File: src/rtl/lock_pkg.sv
// Shared definitions for the canal-lock operator sequencer: state encoding,
// direction codes, default timeout limits and a small state-class helper.
package lock_pkg;

  typedef enum logic [3:0] {
    ST_IDLE,
    ST_PREP,
    ST_OPEN_IN,
    ST_WAIT_IN,
    ST_CLOSE_IN,
    ST_ADJ,
    ST_OPEN_OUT,
    ST_WAIT_OUT,
    ST_CLOSE_OUT,
    ST_DONE,
    ST_FAULT
  } lockState_t;

  localparam logic DIR_ARR2DEPT = 1'b0;
  localparam logic DIR_DEPT2ARR = 1'b1;

  localparam int DEF_LVL_W        = 4;
  localparam int DEF_LVL_TIMEOUT  = 32;
  localparam int DEF_GATE_TIMEOUT = 8;
  localparam int DEF_BOAT_TIMEOUT = 64;

  // Width of the per-state cycle counter; comfortably above any sane timeout.
  localparam int CNT_W = 16;

  // True for the four states that open or close a gate with a gateCtrl pulse.
  function automatic logic isGateState(input lockState_t s);
    return (s == ST_OPEN_IN) || (s == ST_CLOSE_IN) ||
           (s == ST_OPEN_OUT) || (s == ST_CLOSE_OUT);
  endfunction

endpackage

File: src/rtl/level_matcher.sv
// Unsigned comparison of the pound level against the current target level.
module level_matcher #(
  parameter int LVL_W = 4
) (
  input  logic [LVL_W-1:0] insideLvl,
  input  logic [LVL_W-1:0] targetLvl,
  output logic             raise,
  output logic             lower,
  output logic             atLevel
);

  // Exactly one of raise/lower/atLevel is high for any pair of levels.
  always_comb begin
    raise   = (insideLvl < targetLvl);
    lower   = (insideLvl > targetLvl);
    atLevel = (insideLvl == targetLvl);
  end

endmodule

File: src/rtl/lock_sequencer.sv
// Automatic operator for the canal lock: walks a boat through the lock by
// driving level-adjust and gate commands and watching the lock status.
// Optional build macro LOCK_SEQ_PASS_CNT_EN adds an 8-bit completed-passage
// counter output passCount.
module lock_sequencer
  import lock_pkg::*;
#(
  parameter int LVL_W        = DEF_LVL_W,
  parameter int LVL_TIMEOUT  = DEF_LVL_TIMEOUT,
  parameter int GATE_TIMEOUT = DEF_GATE_TIMEOUT,
  parameter int BOAT_TIMEOUT = DEF_BOAT_TIMEOUT
) (
  input  logic             clock,
  input  logic             reset,
  input  logic             req,
  input  logic             dir,
  input  logic [LVL_W-1:0] arrivOutsideLvl,
  input  logic [LVL_W-1:0] deptOutsideLvl,
  input  logic [LVL_W-1:0] insideWaterLvl,
  input  logic             arrivGate,
  input  logic             deptGate,
  input  logic             poundOccupied,
  output logic             incr,
  output logic             decr,
  output logic             gateCtrl,
  output logic             fiveMinTillArrival,
  output logic             busy,
  output logic             done,
  output logic             fault
`ifdef LOCK_SEQ_PASS_CNT_EN
  ,
  output logic [7:0]       passCount
`endif
);

  localparam logic [CNT_W-1:0] LVL_LIM  = CNT_W'(LVL_TIMEOUT);
  localparam logic [CNT_W-1:0] GATE_LIM = CNT_W'(GATE_TIMEOUT);
  localparam logic [CNT_W-1:0] BOAT_LIM = CNT_W'(BOAT_TIMEOUT);

  lockState_t       r_state;
  lockState_t       w_stateNext;
  logic [CNT_W-1:0] r_cnt;
  logic [CNT_W-1:0] w_limit;
  logic             w_expired;
  logic             w_firstCycle;
  logic             r_dir;
  logic [LVL_W-1:0] r_entryLvl;
  logic [LVL_W-1:0] r_exitLvl;
  logic [LVL_W-1:0] w_target;
  logic             w_raise;
  logic             w_lower;
  logic             w_atLevel;
  logic             w_entryGate;
  logic             w_exitGate;
  logic             w_adjusting;
  logic             r_incr;
  logic             r_decr;
  logic             r_gateCtrl;
  logic             r_five;
  logic             w_incrNext;
  logic             w_decrNext;
  logic             w_gateNext;
  logic             w_fiveNext;

  assign w_target    = (r_state == ST_PREP) ? r_entryLvl : r_exitLvl;
  assign w_entryGate = (r_dir == DIR_DEPT2ARR) ? deptGate : arrivGate;
  assign w_exitGate  = (r_dir == DIR_DEPT2ARR) ? arrivGate : deptGate;

  level_matcher #(.LVL_W(LVL_W)) u_matcher (
    .insideLvl (insideWaterLvl),
    .targetLvl (w_target),
    .raise     (w_raise),
    .lower     (w_lower),
    .atLevel   (w_atLevel)
  );

  // Pick the timeout that applies to the current state; zero means no limit.
  always_comb begin
    w_limit = '0;
    case (r_state)
      ST_PREP, ST_ADJ:           w_limit = LVL_LIM;
      ST_WAIT_IN, ST_WAIT_OUT:   w_limit = BOAT_LIM;
      ST_OPEN_IN, ST_CLOSE_IN,
      ST_OPEN_OUT, ST_CLOSE_OUT: w_limit = GATE_LIM;
      default:                   w_limit = '0;
    endcase
    w_expired    = (w_limit != '0) && (r_cnt >= (w_limit - 1'b1));
    w_firstCycle = (r_cnt == '0);
  end

  // Next-state logic; gate feedback is ignored in the pulse cycle so the lock
  // has a cycle to react, and a met condition wins over a same-cycle timeout.
  always_comb begin
    w_stateNext = r_state;
    case (r_state)
      ST_IDLE:      if (req) w_stateNext = ST_PREP;
      ST_PREP:      if (w_atLevel) w_stateNext = ST_OPEN_IN;
                    else if (w_expired) w_stateNext = ST_FAULT;
      ST_OPEN_IN:   if (!w_firstCycle && w_entryGate) w_stateNext = ST_WAIT_IN;
                    else if (w_expired) w_stateNext = ST_FAULT;
      ST_WAIT_IN:   if (poundOccupied) w_stateNext = ST_CLOSE_IN;
                    else if (w_expired) w_stateNext = ST_FAULT;
      ST_CLOSE_IN:  if (!w_firstCycle && !w_entryGate) w_stateNext = ST_ADJ;
                    else if (w_expired) w_stateNext = ST_FAULT;
      ST_ADJ:       if (w_atLevel) w_stateNext = ST_OPEN_OUT;
                    else if (w_expired) w_stateNext = ST_FAULT;
      ST_OPEN_OUT:  if (!w_firstCycle && w_exitGate) w_stateNext = ST_WAIT_OUT;
                    else if (w_expired) w_stateNext = ST_FAULT;
      ST_WAIT_OUT:  if (!poundOccupied) w_stateNext = ST_CLOSE_OUT;
                    else if (w_expired) w_stateNext = ST_FAULT;
      ST_CLOSE_OUT: if (!w_firstCycle && !w_exitGate) w_stateNext = ST_DONE;
                    else if (w_expired) w_stateNext = ST_FAULT;
      ST_DONE:      w_stateNext = ST_IDLE;
      ST_FAULT:     w_stateNext = ST_FAULT;
      default:      w_stateNext = ST_IDLE;
    endcase

    w_adjusting = ((r_state == ST_PREP) || (r_state == ST_ADJ)) && (w_stateNext == r_state);
    w_incrNext  = w_adjusting && w_raise;
    w_decrNext  = w_adjusting && w_lower;
    w_gateNext  = isGateState(w_stateNext) && (w_stateNext != r_state);
    w_fiveNext  = (w_stateNext == ST_PREP) || (w_stateNext == ST_OPEN_IN) ||
                  (w_stateNext == ST_WAIT_IN);
  end

  // State register, per-state counter, latched passage targets and registered commands.
  always_ff @(posedge clock) begin
    if (!reset) begin
      r_state    <= ST_IDLE;
      r_cnt      <= '0;
      r_dir      <= DIR_ARR2DEPT;
      r_entryLvl <= '0;
      r_exitLvl  <= '0;
      r_incr     <= 1'b0;
      r_decr     <= 1'b0;
      r_gateCtrl <= 1'b0;
      r_five     <= 1'b0;
    end else begin
      r_state    <= w_stateNext;
      r_incr     <= w_incrNext;
      r_decr     <= w_decrNext;
      r_gateCtrl <= w_gateNext;
      r_five     <= w_fiveNext;
      if ((w_stateNext != r_state) || (r_state == ST_IDLE) || (r_state == ST_FAULT)) begin
        r_cnt <= '0;
      end else begin
        r_cnt <= r_cnt + 1'b1;
      end
      if ((r_state == ST_IDLE) && req) begin
        r_dir      <= dir;
        r_entryLvl <= (dir == DIR_DEPT2ARR) ? deptOutsideLvl : arrivOutsideLvl;
        r_exitLvl  <= (dir == DIR_DEPT2ARR) ? arrivOutsideLvl : deptOutsideLvl;
      end
    end
  end

  assign incr               = r_incr;
  assign decr               = r_decr;
  assign gateCtrl           = r_gateCtrl;
  assign fiveMinTillArrival = r_five;
  assign busy               = (r_state != ST_IDLE);
  assign done               = (r_state == ST_DONE);
  assign fault              = (r_state == ST_FAULT);

`ifdef LOCK_SEQ_PASS_CNT_EN
  logic [7:0] r_passCount;

  // Count completed passages, wrapping at 256 and holding while faulted.
  always_ff @(posedge clock) begin
    if (!reset) begin
      r_passCount <= 8'd0;
    end else if (done && !fault) begin
      r_passCount <= r_passCount + 8'd1;
    end
  end

  assign passCount = r_passCount;
`endif

endmodule

File: config.mk
export PLATFORM = sky130hd
export DESIGN_NAME = lock_sequencer
export DESIGN_NICKNAME = d
export VERILOG_FILES = /design/src/rtl/lock_pkg.sv /design/src/rtl/level_matcher.sv /design/src/rtl/lock_sequencer.sv
export SDC_FILE = /design/constraint.sdc
export NUM_CORES = 1
export LEC_CHECK = 0
export CAP_MARGIN = 25
export CORE_ASPECT_RATIO = 0.6
export CORE_MARGIN = 2
export CORE_UTILIZATION = 50
export CTS_CLUSTER_SIZE = 40
export DETAILED_ROUTE_END_ITERATION = 6
export GPL_TIMING_DRIVEN = 0
export PLACE_DENSITY = 0.72
export SLEW_MARGIN = 20
export SYNTH_ARGS = -nofsm -noshare
export SYNTH_HDL_FRONTEND = slang
export SYNTH_SLANG_ARGS = --single-unit
File: constraint.sdc
create_clock -name clock -period 3.4 [get_ports clock]
set_input_delay 0.85 -clock clock [delete_from_list [all_inputs] [get_ports clock]]
set_output_delay 0.85 -clock clock [all_outputs]
set_load 0.005 [all_outputs]
==> results of run 1 <==
cell usage in the layout (no fill, tap or decap), types with 2 or more instances in the layout:
cell and count:
a211oi_1 4, a21oi_1 13, a22oi_2 2, a31oi_1 2
a31oi_2 2, and2_1 3, and3_1 7, and4_1 2
buf_2 4, buf_4 8, clkbuf_1 6, clkbuf_8 5
clkdlybuf4s50_1 23, clkinv_2 2, dfxtp_1 35, ha_1 22
inv_1 12, mux2_2 3, mux2i_1 16, nand2_1 26
nand2b_1 3, nand3_1 10, nand3b_1 2, nand4_1 6
nor2_1 19, nor2_2 10, nor2b_1 8, nor3_1 5
nor3b_1 4, nor4_2 2, o211a_1 8, o21ai_0 5
o22ai_1 2, xnor2_1 2, xor2_1 15
Yosys cell counts, types with 5 or more instances:
library cell	n
nor2_1	19
nor2b_1	8
nor3_1	6
nor2_2	10
a21oi_1	13
nand4_1	6
clkbuf_1	6
nand3_1	10
o211a_1	8
nand2_1	26
nor3b_1	5
dfxtp_1	36
ha_1	22
mux2i_1	16
a211oi_1	5
and3_1	7
xor2_1	15
inv_1	12
o21ai_0	5
buf_2	6
power breakdown:
group	switching [mW]	internal [mW]
Clock	0.167	0.143
Sequential	0.00852	0.437
Combinational	0.105	0.0998
per-stage QoR:
stage | hold slack [ps] | cell area [µm²] | utilization, % | setup TNS (ps)
6_report | 480 | 3110 | 62.2 | 0
5_1_grt | 496 | 3110 | 62.2 | -142
4_1_cts | 479 | 3010 | 60.2 | 0
3_5_place_dp | 463 | 2880 | 57.5 | -11300
3_3_place_gp | 447 | 2880 | 57.5 | -11670
2_1_floorplan | 435 | 2560 | - | 0
worst max path at each step:
stage | end | slack, ps | cells past startpoint
after global routing | r_cnt[15]$_SDFF_PP0_ | -40 | 14
after global placement | r_cnt[15]$_SDFF_PP0_ | -650 | 13
after floorplan | r_cnt[8]$_SDFF_PP0_ | 60 | 13
after detailed placement | r_cnt[10]$_SDFF_PP0_ | -650 | 13
after CTS | r_cnt[10]$_SDFF_PP0_ | 20 | 15
final | r_cnt[8]$_SDFF_PP0_ | 160 | 14
layer usage:
layer	track usage, %	up-vias
met5	0	-
met4	5.43	0
met3	5.09	8
met2	28.3	55
met1	36.6	1041
li1	-	1141
cell type report:
class | count | area (µm²)
Clock inverter | 3 | 18.8
Timing Repair Buffer | 32 | 319
Tap cell | 66 | 82.6
Multi-Input combinational cell | 230 | 1780
Fill cell | 434 | 1890
Inverter | 13 | 48.8
Sequential cell | 36 | 722
Clock buffer | 5 | 68.8
Buffer | 13 | 68.8
sequential cells by signal, summed over array words and instances, names as in the netlist:
| name | count |
|---|---|
| decr | 1 |
| fiveMinTillArrival | 1 |
| gateCtrl | 1 |
| incr | 1 |
| r_cnt | 16 |
| r_dir | 1 |
| r_entryLvl | 4 |
| r_exitLvl | 4 |
| r_state | 4 |
| w_limit | 3 |
worst reg2reg max path, cell delays in order, from the launching register on:
cell and delay (ps):
dfxtp_1 310, buf_4 200, nor3_4 250, buf_4 170, mux2i_1 210, ha_1 260
nand4_1 90, buf_4 150, nor2_1 70, a221oi_2 240, a22oi_2 130, a2111oi_4 480
o2111ai_4 290, clkbuf_16 260, nor2_2 90
logic make-up after synthesis:
logic type	share of synthesized area [%]
XOR/XNOR	5.81
buffers and inverters	4.68
multiplexers	7.56
adder cells (fa/ha/maj)	10.7
AND/OR/NAND/NOR	25.4
AO/OA/AOI/OAI	17.7
flip-flops	28.1
what timing repair did:
item,in CTS,in global routing
pin swaps,4,4
resized for setup,2,14
buffers inserted,5,3
cloned,0,1
endpoints found under the setup margin,24,21
==> results.sh, run 1 <==
export IMPL_run_status="completed"
export IMPL_fraction_of_final_layout_cells_with_drive_strength_greater_than_1_pct=16.3
export IMPL_cells_taking_the_most_area_after_synthesis="dfxtp_1 (28%), ha_1 (11%), mux2i_1 (6.2%)"
export IMPL_first_global_vias=1894
export IMPL_synth_top_area_cell="dfxtp_1"
export IMPL_p_total_mw=0.961
export IMPL_critical_path_top_delay_family="compound AO/OA/AOI/OAI gates"
export IMPL_wl_met2_um=2440
export IMPL_worstPathCellList="buf_4 -> nor3_4 -> buf_4 -> mux2i_1 -> ha_1 -> nand4_1 -> buf_4 -> nor2_1 -> a221oi_2 -> a22oi_2 -> a2111oi_4 -> o2111ai_4 -> clkbuf_16 -> nor2_2"
export IMPL_portion_of_synthesized_cell_area_occupied_by_the_leading_cell_type_pct=28.1
export IMPL_grt_overflow=0
export IMPL_design_die_area_mm2=0.00574
export IMPL_worst_slew_pin_transition_ps=650
export IMPL_power_density_cell_area_mw_per_mm2=309
export IMPL_die_w_um=96.5
export IMPL_fin_ws_ps=156
export IMPL_remaining_drc_errors=0
export IMPL_crit_path_start_kind="register"
export IMPL_finalMaxSlewViolations=0
export IMPL_synth_fp_nets=335
export IMPL_wl_per_cell_um=15.3
export IMPL_max_clock_freq_mhz=308
export IMPL_grt_first_pass_wirelength_um=9590
export IMPL_worst_hold_path_endpoint="r_cnt[0]$_SDFF_PP0_"
export IMPL_worst_setup_path_end_kind="register"
export IMPL_critical_path_arrival_ps=3480
export IMPL_synth_seq_area_share_pct=28.1
export IMPL_hold_path_depth=1
export IMPL_num_antenna_cells=0
export IMPL_max_cap_violations=0
export IMPL_maximum_clock_path_buffer_count=2
export IMPL_syn_cell_area_mm2=0.00256
export IMPL_crit_top_cell="buf_4"
export IMPL_hold_class="reg -> reg"
export IMPL_ys_async_sr_fraction_pct=0
export IMPL_slew_headroom_pct=55.6
export IMPL_synth_warning_count=0
export IMPL_dpl_worst_slack_ps=-649
export IMPL_crit_reg2reg_capture="r_cnt[8]$_SDFF_PP0_"
export IMPL_cts_num_sinks=36
export IMPL_fp_row_count=20
export IMPL_hold_start="r_cnt[0]$_SDFF_PP0_"
export IMPL_port_buffer_count=23
export IMPL_timing_reg2reg_setup_slack_ps=160
export IMPL_cts_clk_slew_worst_paths_ps=80
export IMPL_globalRouteTotalUtil_pct=22.3
export IMPL_chipHeight_um=59.5
export IMPL_area_growth_syn_to_layout_pct=21.3
export IMPL_worst_setup_path_type="reg -> reg"
export IMPL_ctsRootBufferMaster="clkbuf_8"
export IMPL_final_weighted_congestion_in_routability_driven_placement=0.965
export IMPL_met1_length_um=3230
export IMPL_setup_viol=0
export IMPL_tritoncts_buffer_count=5
export IMPL_routed_wl_um=6090
export IMPL_postCtsHoldBufs=0
export IMPL_r2r_depth=14
export IMPL_critPathMaxFanout=19
export IMPL_number_of_antenna_violations_at_the_first_check_in_global_routing=0
export IMPL_grt_max_degree=20
export IMPL_clock_tree_htree_level_count=2
export IMPL_vdd_drop_max_mv=0.215
export IMPL_synth_unique_cells=54
export IMPL_route_antenna_remaining_nets=0
export IMPL_finalCritPeriodShare_pct=95.4
export IMPL_critPathBufInv=4
export IMPL_critical_path_slowest_cell="a2111oi_4"
export IMPL_final_instance_count_excl_fill=398
export IMPL_detail_route_iter0_violations=118
export IMPL_top_layer_used="met4"
export IMPL_avgSynthCellArea_um2=8.72
export IMPL_startpoint_of_the_lowest_slack_register_to_register_path="r_state[1]$_SDFF_PN0_"
export IMPL_worst_path_largest_cell_delay_ps=480
export IMPL_place_detailed_instances=383
export IMPL_count_of_state_elements_after_synthesis=36
export IMPL_total_leakage_power_nw=1.34
export IMPL_fin_nets=372
export IMPL_worstPathRequired_ps=3640
export IMPL_dp_final_hpwl_um=4630
export IMPL_initial_utilization_pct=51.2
export IMPL_dr_pass1_iters=4
export IMPL_final_hold_violation_count=0
export IMPL_io_pin_count=26
export IMPL_clkLatencyLatePin_ps=290
export IMPL_fin_worst_skew_ps=9.48
export IMPL_synthCells=294
export IMPL_core_area_mm2=0.00500
export IMPL_tritoncts="built"
export IMPL_synth_enable_flop_cells=0
export IMPL_worst_setup_path_startpoint="r_state[1]$_SDFF_PN0_"
export IMPL_vias=2245
export IMPL_viasPerCell=5.64
export IMPL_synth_flop_cell="dfxtp_1"
export IMPL_wl_met3_um=352
export IMPL_final_min_clock_period_ps=3240
No activity file was read; power rests on OpenSTA's default activity.
==> run 2, diff against run 1 <==
CORE_UTILIZATION = 45   (was 50)
PLACE_DENSITY = 0.66   (was 0.72)
==> run 2 against run 1 <==
Against the previous run: design area grew 0.40%; routed wire length increased by 3.0%; combinational power up 2%; critical path type unchanged; critical endpoint is now r_cnt[10]$_SDFF_PP0_.
==> results.sh, run 2 (same netlist as run 1, synthesis figures left out) <==
export IMPL_flip_flop_count_of_the_largest_register_all_copies_and_words_added=16
export IMPL_startpoint_of_the_lowest_slack_register_to_register_path="w_limit[3]$_DFF_P_"
export IMPL_crit_reg2reg_capture="r_cnt[10]$_SDFF_PP0_"
export IMPL_remaining_drc_errors=0
export IMPL_critical_path_arrival_ps=3500
export IMPL_chipHeight_um=62.5
export IMPL_worst_hold_path_endpoint="r_cnt[0]$_SDFF_PP0_"
export IMPL_worstPathRequired_ps=3640
export IMPL_layout_common_cells="dfxtp_1 (36), nand2_1 (26), clkdlybuf4s50_1 (23)"
export IMPL_mostFrequentLayoutCell="dfxtp_1"
export IMPL_final_min_clock_period_ps=3270
export IMPL_critPathMaxFanout=7
export IMPL_power_density_cell_area_mw_per_mm2=309
export IMPL_worst_slew_pin_transition_ps=606
export IMPL_maximum_clock_path_buffer_count=2
export IMPL_finalMaxSlewViolations=0
export IMPL_hold_start="r_cnt[0]$_SDFF_PP0_"
export IMPL_run_status="completed"
export IMPL_hold_class="reg -> reg"
export IMPL_max_clock_freq_mhz=306
export IMPL_worst_setup_path_end_kind="register"
export IMPL_port_buffer_count=23
export IMPL_first_global_vias=2054
export IMPL_worst_path_largest_cell_delay_ps=490
export IMPL_grt_max_degree=20
export IMPL_worstPathCellList="inv_1 -> nand3_1 -> ha_1 -> a21oi_1 -> o21ai_0 -> a22oi_1 -> a31oi_1 -> a2111oi_4 -> o2111ai_4 -> clkbuf_16 -> nor2_2"
export IMPL_slew_headroom_pct=59.6
export IMPL_fin_worst_skew_ps=6.47
export IMPL_design_die_area_mm2=0.00634
export IMPL_final_hold_violation_count=0
export IMPL_worst_setup_path_type="reg -> reg"
export IMPL_dp_final_hpwl_um=4800
export IMPL_total_leakage_power_nw=1.35
export IMPL_fin_nets=374
export IMPL_timing_reg2reg_setup_slack_ps=130
export IMPL_tritoncts="built"
export IMPL_routed_wl_um=6280
export IMPL_cts_clk_slew_worst_paths_ps=80
export IMPL_fp_row_count=21
export IMPL_clkLatencyLatePin_ps=290
export IMPL_finalCritPeriodShare_pct=96.2
export IMPL_final_hold_worst_slack_ps=475
export IMPL_wl_per_cell_um=15.2
export IMPL_vias=2301
export IMPL_viasPerCell=5.56
export IMPL_die_w_um=101
export IMPL_critical_path_slowest_cell="a22oi_1"
export IMPL_r2r_depth=11
export IMPL_detailed_place_area_mm2=0.00290
export IMPL_fin_ws_ps=131
export IMPL_fraction_of_final_layout_cells_with_drive_strength_greater_than_1_pct=15.9
export IMPL_tritoncts_buffer_count=5
export IMPL_core_area_mm2=0.00554
export IMPL_final_weighted_congestion_in_routability_driven_placement=0.928
export IMPL_grt_overflow=0
export IMPL_io_pin_count=26
export IMPL_area_growth_syn_to_layout_pct=21.8
export IMPL_cts_num_sinks=36
export IMPL_detail_route_iter0_violations=114
export IMPL_top_register="r_cnt"
export IMPL_initial_utilization_pct=46.3
export IMPL_globalRouteTotalUtil_pct=20.1
export IMPL_dpl_worst_slack_ps=-706
export IMPL_ctsRootBufferMaster="clkbuf_8"
export IMPL_design_area_mm2=0.00312
export IMPL_crit_path_start_kind="register"
export IMPL_totalNegativeSetupSlack_ps=0
export IMPL_dr_pass1_iters=4
export IMPL_postCtsHoldBufs=0
export IMPL_max_cap_violations=0
export IMPL_vdd_drop_max_mv=0.319
export IMPL_clock_tree_htree_level_count=2
export IMPL_hold_path_depth=1
export IMPL_number_of_antenna_violations_at_the_first_check_in_global_routing=0
export IMPL_setup_viol=0
export IMPL_num_antenna_cells=0
export IMPL_grt_first_pass_wirelength_um=10200
export IMPL_route_antenna_remaining_nets=0
[run 2: through the flow]
step / power (mW) / instances / util (%)
floorplan: 0.576 / 294 / -
global placement: 0.637 / 397 / 52.2
detailed placement: 0.641 / 397 / 52.2
CTS: 0.958 / 410 / 54.8
global route: 1.01 / 414 / 56.3
finish: 0.966 / 414 / 56.3
[run 2: power by group]
| part | leakage, nW | switching [mW] | internal (mW) | total [mW] |
|---|---|---|---|---|
| sequential | 0.293 | 0.00906 | 0.437 | 0.446 |
| combinational | 1.00 | 0.107 | 0.102 | 0.209 |
| clock | 0.0479 | 0.167 | 0.143 | 0.310 |
| total | 1.35 | 0.284 | 0.682 | 0.966 |
[run 2: how the worst max path moves through the flow]
stage                                       to  depth (start not counted)                  start  slack (ps)
after global placement    r_cnt[15]$_SDFF_PP0_                         13  r_state[1]$_SDFF_PN0_        -690
final                     r_cnt[10]$_SDFF_PP0_                         11     w_limit[3]$_DFF_P_         130
after detailed placement  r_cnt[15]$_SDFF_PP0_                         13  r_state[1]$_SDFF_PN0_        -710
after floorplan            r_cnt[8]$_SDFF_PP0_                         13  r_state[1]$_SDFF_PN0_          60
after CTS                  gateCtrl$_SDFF_PN0_                         10     w_limit[3]$_DFF_P_          20
after global routing       r_cnt[2]$_SDFF_PP0_                         11     w_limit[3]$_DFF_P_         -60
[run 2: repair_timing]
item	in CTS	in global routing
gates cloned	0	1
resized for setup	2	8
endpoints found under the setup margin	24	20
pin swaps	4	4
setup buffers	6	4
[run 2: routing by layer]
metal / GRT usage, % / vias up / share of wire [%]
li1: - / 1142 / -
met1: 32.8 / 1088 / 54
met2: 26.1 / 67 / 39
met3: 5.93 / 4 / 7.2
met4: 2.03 / 0 / 0.30
met5: 0 / - / 0
[run 2: worst max-delay path, delay by kind of cell, from the launching register on]
kind / cells / cell delay (ps)
AO/OA/AOI/OAI: 6 / 1750
adder cells (fa/ha/maj): 1 / 390
buffers and inverters: 2 / 360
flip-flops: 1 / 330
AND/OR/NAND/NOR: 2 / 370
[run 2: layout make-up]
class | instances | area, µm²
Fill cell | 509 | 2420
Inverter | 13 | 48.8
Clock buffer | 5 | 68.8
Tap cell | 80 | 100
Multi-Input combinational cell | 230 | 1770
Sequential cell | 36 | 721
Timing Repair Buffer | 34 | 330
Clock inverter | 3 | 18.8
Buffer | 13 | 66.3
